$ cat src/rtl/timer_reg_core.sv
// Register block of a 64-bit free-running timer with optional power-of-two prescaler,
// 64-bit compare and a level interrupt; zero-latency register reads.
module timer_reg_core #(
  parameter int ADDR_W = 12
) (
  input  logic              sys_clk,
  input  logic              sys_rst_n,
  input  logic              wr_en,
  input  logic              rd_en,
  input  logic [ADDR_W-1:0] tim_paddr,
  input  logic [31:0]       tim_pwdata,
  input  logic [3:0]        tim_pstrb,
  output logic [31:0]       rdata,
  output logic              tim_int
);

  // Strobe semantics: wr_en / rd_en are single-cycle qualifiers from the APB slave
  // stage; a write commits at the rising edge where wr_en=1, read data is valid
  // combinationally during the cycle rd_en=1 and is 0 otherwise. No back-pressure.

  localparam logic [ADDR_W-1:0] A_TCR   = ADDR_W'(32'h00);
  localparam logic [ADDR_W-1:0] A_TDR0  = ADDR_W'(32'h04);
  localparam logic [ADDR_W-1:0] A_TDR1  = ADDR_W'(32'h08);
  localparam logic [ADDR_W-1:0] A_TCMP0 = ADDR_W'(32'h0C);
  localparam logic [ADDR_W-1:0] A_TCMP1 = ADDR_W'(32'h10);
  localparam logic [ADDR_W-1:0] A_TIER  = ADDR_W'(32'h14);
  localparam logic [ADDR_W-1:0] A_TISR  = ADDR_W'(32'h18);

  logic        timer_en;
  logic        div_en;
  logic [3:0]  div_val;
  logic [63:0] cnt;
  logic [63:0] cmp;
  logic        int_en;
  logic        int_st;
  logic [7:0]  presc;

  function automatic logic [31:0] lane_merge(input logic [31:0] old_v,
                                             input logic [31:0] new_v,
                                             input logic [3:0]  strb);
    logic [31:0] res;
    res = old_v;
    for (int i = 0; i < 4; i++) begin
      if (strb[i]) res[8*i +: 8] = new_v[8*i +: 8];
    end
    return res;
  endfunction

  logic wr_tcr, wr_tdr0, wr_tdr1, wr_tcmp0, wr_tcmp1, wr_tier, wr_tisr;
  assign wr_tcr   = wr_en && (tim_paddr == A_TCR);
  assign wr_tdr0  = wr_en && (tim_paddr == A_TDR0);
  assign wr_tdr1  = wr_en && (tim_paddr == A_TDR1);
  assign wr_tcmp0 = wr_en && (tim_paddr == A_TCMP0);
  assign wr_tcmp1 = wr_en && (tim_paddr == A_TCMP1);
  assign wr_tier  = wr_en && (tim_paddr == A_TIER);
  assign wr_tisr  = wr_en && (tim_paddr == A_TISR);

  // Candidate TCR contents after the write; rejected as a whole when div_val > 8.
  logic [1:0] tcr_lo_new;
  logic [3:0] tcr_div_new;
  logic       tcr_ok;
  logic       tcr_div_chg;
  assign tcr_lo_new  = tim_pstrb[0] ? tim_pwdata[1:0]  : {div_en, timer_en};
  assign tcr_div_new = tim_pstrb[1] ? tim_pwdata[11:8] : div_val;
  assign tcr_ok      = (tcr_div_new <= 4'd8);
  assign tcr_div_chg = wr_tcr && tcr_ok &&
                       ((tcr_div_new != div_val) || (tcr_lo_new[1] != div_en));

  logic [7:0] presc_last;
  logic       tick;
  assign presc_last = 8'((9'd1 << div_val) - 9'd1);
  assign tick       = timer_en && (!div_en || (presc == presc_last));

  always_ff @(posedge sys_clk or negedge sys_rst_n) begin
    if (!sys_rst_n) begin
      timer_en <= 1'b0;
      div_en   <= 1'b0;
      div_val  <= 4'd0;
    end else if (wr_tcr && tcr_ok) begin
      timer_en <= tcr_lo_new[0];
      div_en   <= tcr_lo_new[1];
      div_val  <= tcr_div_new;
    end
  end

  always_ff @(posedge sys_clk or negedge sys_rst_n) begin
    if (!sys_rst_n) begin
      presc <= 8'd0;
    end else if (!timer_en || !div_en || tcr_div_chg || tick) begin
      presc <= 8'd0;
    end else begin
      presc <= presc + 8'd1;
    end
  end

  // A counter write freezes the other half for that cycle instead of ticking.
  always_ff @(posedge sys_clk or negedge sys_rst_n) begin
    if (!sys_rst_n) begin
      cnt <= 64'd0;
    end else if (wr_tdr0) begin
      cnt <= {cnt[63:32], lane_merge(cnt[31:0], tim_pwdata, tim_pstrb)};
    end else if (wr_tdr1) begin
      cnt <= {lane_merge(cnt[63:32], tim_pwdata, tim_pstrb), cnt[31:0]};
    end else if (tick) begin
      cnt <= cnt + 64'd1;
    end
  end

  always_ff @(posedge sys_clk or negedge sys_rst_n) begin
    if (!sys_rst_n) begin
      cmp    <= '1;
      int_en <= 1'b0;
    end else begin
      if (wr_tcmp0) cmp[31:0]  <= lane_merge(cmp[31:0], tim_pwdata, tim_pstrb);
      if (wr_tcmp1) cmp[63:32] <= lane_merge(cmp[63:32], tim_pwdata, tim_pstrb);
      if (wr_tier && tim_pstrb[0]) int_en <= tim_pwdata[0];
    end
  end

  // Set has priority over write-1-to-clear.
  always_ff @(posedge sys_clk or negedge sys_rst_n) begin
    if (!sys_rst_n) begin
      int_st <= 1'b0;
    end else if (cnt == cmp) begin
      int_st <= 1'b1;
    end else if (wr_tisr && tim_pstrb[0] && tim_pwdata[0]) begin
      int_st <= 1'b0;
    end
  end

  logic [31:0] rd_mux;
  always_comb begin
    rd_mux = 32'd0;
    case (tim_paddr)
      A_TCR:   rd_mux = {20'd0, div_val, 6'd0, div_en, timer_en};
      A_TDR0:  rd_mux = cnt[31:0];
      A_TDR1:  rd_mux = cnt[63:32];
      A_TCMP0: rd_mux = cmp[31:0];
      A_TCMP1: rd_mux = cmp[63:32];
      A_TIER:  rd_mux = {31'd0, int_en};
      A_TISR:  rd_mux = {31'd0, int_st};
      default: rd_mux = 32'd0;
    endcase
  end

  assign rdata   = rd_en ? rd_mux : 32'd0;
  assign tim_int = int_st & int_en;

endmodule

$ cat config.mk
export PLATFORM = sky130hd
export DESIGN_NAME = timer_reg_core
export DESIGN_NICKNAME = d
export VERILOG_FILES = /design/src/rtl/timer_reg_core.sv
export SDC_FILE = /design/constraint.sdc
export NUM_CORES = 1
export LEC_CHECK = 0
export CAP_MARGIN = 20
export CELL_PAD_IN_SITES_DETAIL_PLACEMENT = 2
export CELL_PAD_IN_SITES_GLOBAL_PLACEMENT = 2
export CORE_UTILIZATION = 40
export DETAILED_ROUTE_END_ITERATION = 16
export PLACE_DENSITY_LB_ADDON = 0.1
export SLEW_MARGIN = 30
export SYNTH_ARGS = -nofsm -noshare
export SYNTH_HDL_FRONTEND = slang
export SYNTH_SLANG_ARGS = --single-unit
$ cat constraint.sdc
create_clock -name sys_clk -period 8.2 [get_ports sys_clk]
set_clock_uncertainty 0.15 [all_clocks]
set_input_delay 1.64 -clock sys_clk [delete_from_list [all_inputs] [get_ports sys_clk]]
set_output_delay 1.64 -clock sys_clk [all_outputs]
set_load 0.05 [all_outputs]
Word level (Yosys, flattened, before mapping)
Index checks and enable logic that the tools add are counted.
{"block": "op_classes", "n_addsub": 3, "order_cmp": 1, "n_eq_ne": 19, "shift": 1, "muxes": 14, "n_bitwise": 2, "reduce_logical": 41}
{"op": "$pmux W32 S7", "n": 1}
{"op": "$mux W64", "n": 2}
{"op": "$add A64 B1 Y64 const B", "n": 1}
{"op": "$eq A64 B64 Y1", "n": 1}
{"op": "$mux W32", "n": 2}
{"op": "$mux W8", "n": 5}
{"op": "$eq A12 B5 Y1 const B", "n": 3}
{"op": "$eq A12 B4 Y1 const B", "n": 2}
{"op": "$reduce_and A3 Y1", "n": 8}
{"op": "$ne A2 B2 Y1 const B", "n": 9}
{"op": "$reduce_and A2 Y1", "n": 9}
{"op": "$logic_and A1 B1 Y1", "n": 13}
{"op": "$eq A12 B3 Y1 const B", "n": 1}
{"op": "$logic_not A12 Y1", "n": 1}
{"op": "$add A8 B1 Y8 const B", "n": 1}
{"op": "$eq A8 B8 Y1", "n": 1}
{"op": "$shl A1 B4 Y8 const A", "n": 1}
{"op": "$sub A8 B1 Y8 const B", "n": 1}
{"op": "$reduce_bool A2 Y1", "n": 3}
{"op": "$logic_or A1 B1 Y1", "n": 5}
{"op": "$le A4 B4 Y1 const B", "n": 1}
{"op": "$mux W4", "n": 1}
{"op": "$ne A4 B4 Y1", "n": 1}
{"op": "$logic_not A1 Y1", "n": 2}
{"op": "5 further kinds", "n": 6}
{"block": "totals", "regBits": 144, "inputBits": 52, "out_inout_bits": 33, "wordCells": 103}

Depth between registers and ports, before layout
{"block": "depth", "ltp_word": 8, "mapped_depth": 13, "depth_no_buf": 9}

Worst setup path after synthesis
No wires, ideal clock.
{"block": "synth_timing", "kind": "input -> output", "startpoint": "in tim_paddr[9]", "endpoint": "out rdata[0]", "t_arrival_ns": 4.411, "required_time_ns": 6.410, "path_slack_ns": 1.999, "cell_stages": 8, "n_path_buf": 3, "path_cell_list": "or4_1 clkbuf_1 nor4_2 and2_0 clkbuf_1 clkbuf_1 a22oi_1 a31oi_1"}
{"block": "synth_between", "elab_chain_len": 3, "word_cells_on_any_way": 9, "classes_between": "6 x eq/ne; 2 x mux; 1 x reduce/logical"}
{"item": "start, declared", "line_no": "10", "rtl": "input logic [ADDR_W-1:0] tim_paddr,"}
{"item": "$eq A12 B5 Y1 (tied with other cells)", "line_no": "134", "rtl": "case (tim_paddr)"}
{"item": "$pmux W32 S7 (*)", "line_no": "134"}
{"item": "$mux W32 (*)", "line_no": "146", "rtl": "assign rdata = rd_en ? rd_mux : 32'd0;"}
{"item": "end, declared", "line_no": "13", "rtl": "output logic [31:0] rdata,"}
Every way passes the cells marked *; elsewhere a longest branch is shown, timed or not.

Worst setup path in the final report
{"block": "layout_timing", "startpoint": "in tim_paddr[9]", "endpoint": "out rdata[26]"}
Same word-level chain as after synthesis.

==> metrics.csv <==
metric;value;unit
final_area;11300;µm²
cts_htree_levels;4;
synth_nets;1121;
cp_common_cell;clkdlybuf4s50_1;
ys_warn_count;0;
final.setup.worst_slack;1.04;ns
post_cts_buffers;0;
place_congestion;0.871;
end_kind;output pin;
cts_root_buf;clkbuf_16;
rsz0062_at_grt;no;
ant_nets;0;
via_count;9474;
cts_hold_buf;0;
switching_share;27.2;%
dp_slack;1.08;ns
die-area;24700;µm²
grt_pass1_vias;9933;
syn_area_per_cell;9.05;µm²
drtIter0Drc;830;
r2r_start;div_val[3];
min_from;int_en;
finalHoldViolCount;0;
drc;0;
wl_met2;19600;µm
arrival;5.37;ns
start_util;41.0;%
clkPwrFrac;48.1;%
cts_buffers;17;
track_usage;35.1;%
syn-cell-area;9640;µm²
io_pins;85;
clkTransAtPathRegs;0.06;ns
die_y;157;µm
grt_max_degree;75;
drt-total-wl;41900;µm
synth_top_family_by_area;simple AND/OR/NAND/NOR gates;
synth_common_cells;dfrtp_1, nand2_1, clkbuf_1;
status;finished clean;
slew_headroom;30.7;%
cts_resized;0;
grt_first_pass_wirelength;63500;µm
wl_per_cell;29.4;µm
antenna_found_initial;2;
place_area;10700;µm²
synth_ff_type;dfrtp_1;
area_growth;17.4;%
power_frac_seq;43.6;%
tightest_slew;1.04;ns
ys_seq_elements;144;
setup_viol;0;
slowest_delay;0.85;ns
fmax;0.140;GHz
core;23500;µm²
ir_drop;0.0863;mV
viasPerCell;6.64;
layout_worst_path_cycle_share;87.3;%
yosys.area_share.simple;21.7;%
start_kind;input pin;
cts.sinks;144;
synth_xor_area_share;7.27;%
worstPathCellList;clkdlybuf4s50_1 -> or4_1 -> nor4_2 -> and2_1 -> buf_12 -> a22oi_1 -> a21oi_1 -> clkdlybuf4s50_1;
synth_cells;1066;
drt-met1-wl;18200;µm
cap_violations;0;
dr.pass1.iters;7;
die_w;157;µm
highest_layer;met4;
max-clock-path-buffers;2;
grt-ovfl-total;0;
combPwrFrac;8.3;%
synth_top_area_share;20.8;%
worst_ep_required_time;6.41;ns
holdCritPathClass;reg -> reg;
synth-adder-area-share;0.389;%
p_int;1.31;mW
path_class;in -> out;
final_max_slew_viol_count;0;
route.met3.wl;2970;µm
num_rows;56;
ys_types;75;
drive_above_1_share;19.1;%
clock_latency;0.45;ns
hpwl;29800;µm
tns;0;ns
p_total;1.80;mW
cts_tree;built;
power_density;159;nW/µm²
cellLeakagePower;3.98;nW
synth_top_cell_by_area;dfrtp_1;
synth_compound_area_share;19.8;%
cp.buffers_inverters;3;
cpMaxStageDelayCell;clkdlybuf4s50_1;
crit_fanout;22;
synthTopCellsByArea;dfrtp_1, dfstp_2, mux2_2, xnor2_1, a22oi_1;
power_switching;0.489;mW
io_buffers;84;
fin_nets;1149;
timing.hold.ws;0.412;ns
synth_edf_count;0;
synthMuxAreaShare;8.17;%
ys_seq_area_share;38.2;%
async_flop_share;100;%
fin_crit;7.16;ns
cp-startpoint;tim_paddr[9];
cpLargestDelayFamily;simple AND/OR/NAND/NOR gates;
-- state kept, by name, summed over array words and instances (netlist names) --
register  cells
int_en        1
div_en        1
cmp          64
div_val       4
cnt          64
presc         8
int_st        1
timer_en      1
-- path summary, 6_finish.rpt --
check                      cells past startpoint        end  slack [ns]
hold / removal                                 1     int_en        0.41
max in group asynchronous                      2    cnt[60]        5.66
setup / recovery                               8  rdata[26]        1.04
hold reg to reg                                1     int_en        0.41
setup reg to reg                               9     cnt[9]        3.27
min in group asynchronous                      1     cnt[3]        1.06
-- cells by family after synthesis --
| kind of cell | after synthesis |
|---|---|
| muxes | 70 |
| and+or+nand+nor | 380 |
| DFF | 144 |
| AOI/OAI and AO/OA | 283 |
| adders and majority gates | 3 |
| buffers and inverters | 106 |
| xor gates and xnor gates | 80 |
-- power groups by stage --
| stage | combinational [mW] | clock [mW] | sequential, mW |
|---|---|---|---|
| finish | 0.149 | 0.866 | 0.784 |
| global route | 0.158 | 0.897 | 0.787 |
| CTS | 0.149 | 0.873 | 0.784 |
| detailed placement | 0.147 | 0 | 0.794 |
| global placement | 0.141 | 0 | 0.792 |
| floorplan | 0.0852 | 0 | 0.759 |
-- layout make-up --
| cell class | instances | area (µm²) |
|---|---|---|
| fillers | 2537 | 12200 |
| clock inverters | 12 | 181 |
| clock buffers | 20 | 447 |
| well taps | 319 | 399 |
| flip-flops and latches | 144 | 3680 |
| repair buffers | 102 | 1000 |
| diodes | 1 | 2.50 |
| multi-input cells | 816 | 5560 |
| inverters | 13 | 48.8 |
-- layout by cell type (no fill, tap or decap), types with 6 or more instances in the layout --
cell type	instances
a21oi_1	69
a22oi_1	65
a31oi_1	16
and2_1	15
and3_1	35
and4_1	9
buf_4	14
clkbuf_16	17
clkdlybuf4s50_1	83
dfrtp_1	80
dfstp_2	64
inv_1	13
mux2_2	70
nand2_1	80
nand3_1	47
nand4_1	40
nor2_1	55
nor3_1	27
nor4_1	19
o211ai_1	17
o21ai_0	49
o22ai_1	6
or4_1	6
xnor2_1	71
xor2_1	9
-- per-stage QoR --
stage / util (%) / cells
after floorplan: - / 1066
final: 48.1 / 1427
after global placement: 45.3 / 1392
after CTS: 48.1 / 1426
after global routing: 48.1 / 1426
after detailed placement: 45.4 / 1394
-- routing by layer --
layer  vias to the layer above  track usage (%)
li1                       4067                -
met1                      4967             47.8
met2                       369             55.6
met3                        71             6.72
met4                         0             11.8
met5                         -                0
-- worst register-to-register path, cell delays in order (launching register included) --
cell      delay, ns
dfrtp_1        0.56
or4b_2         0.73
ha_1           0.32
or4b_1         0.54
a211o_1        0.32
o211ai_2       0.12
a41o_1         0.75
nand2_1        0.61
or4_1          0.67
nand3_1        0.10
Power figures use the tool's default switching activity.
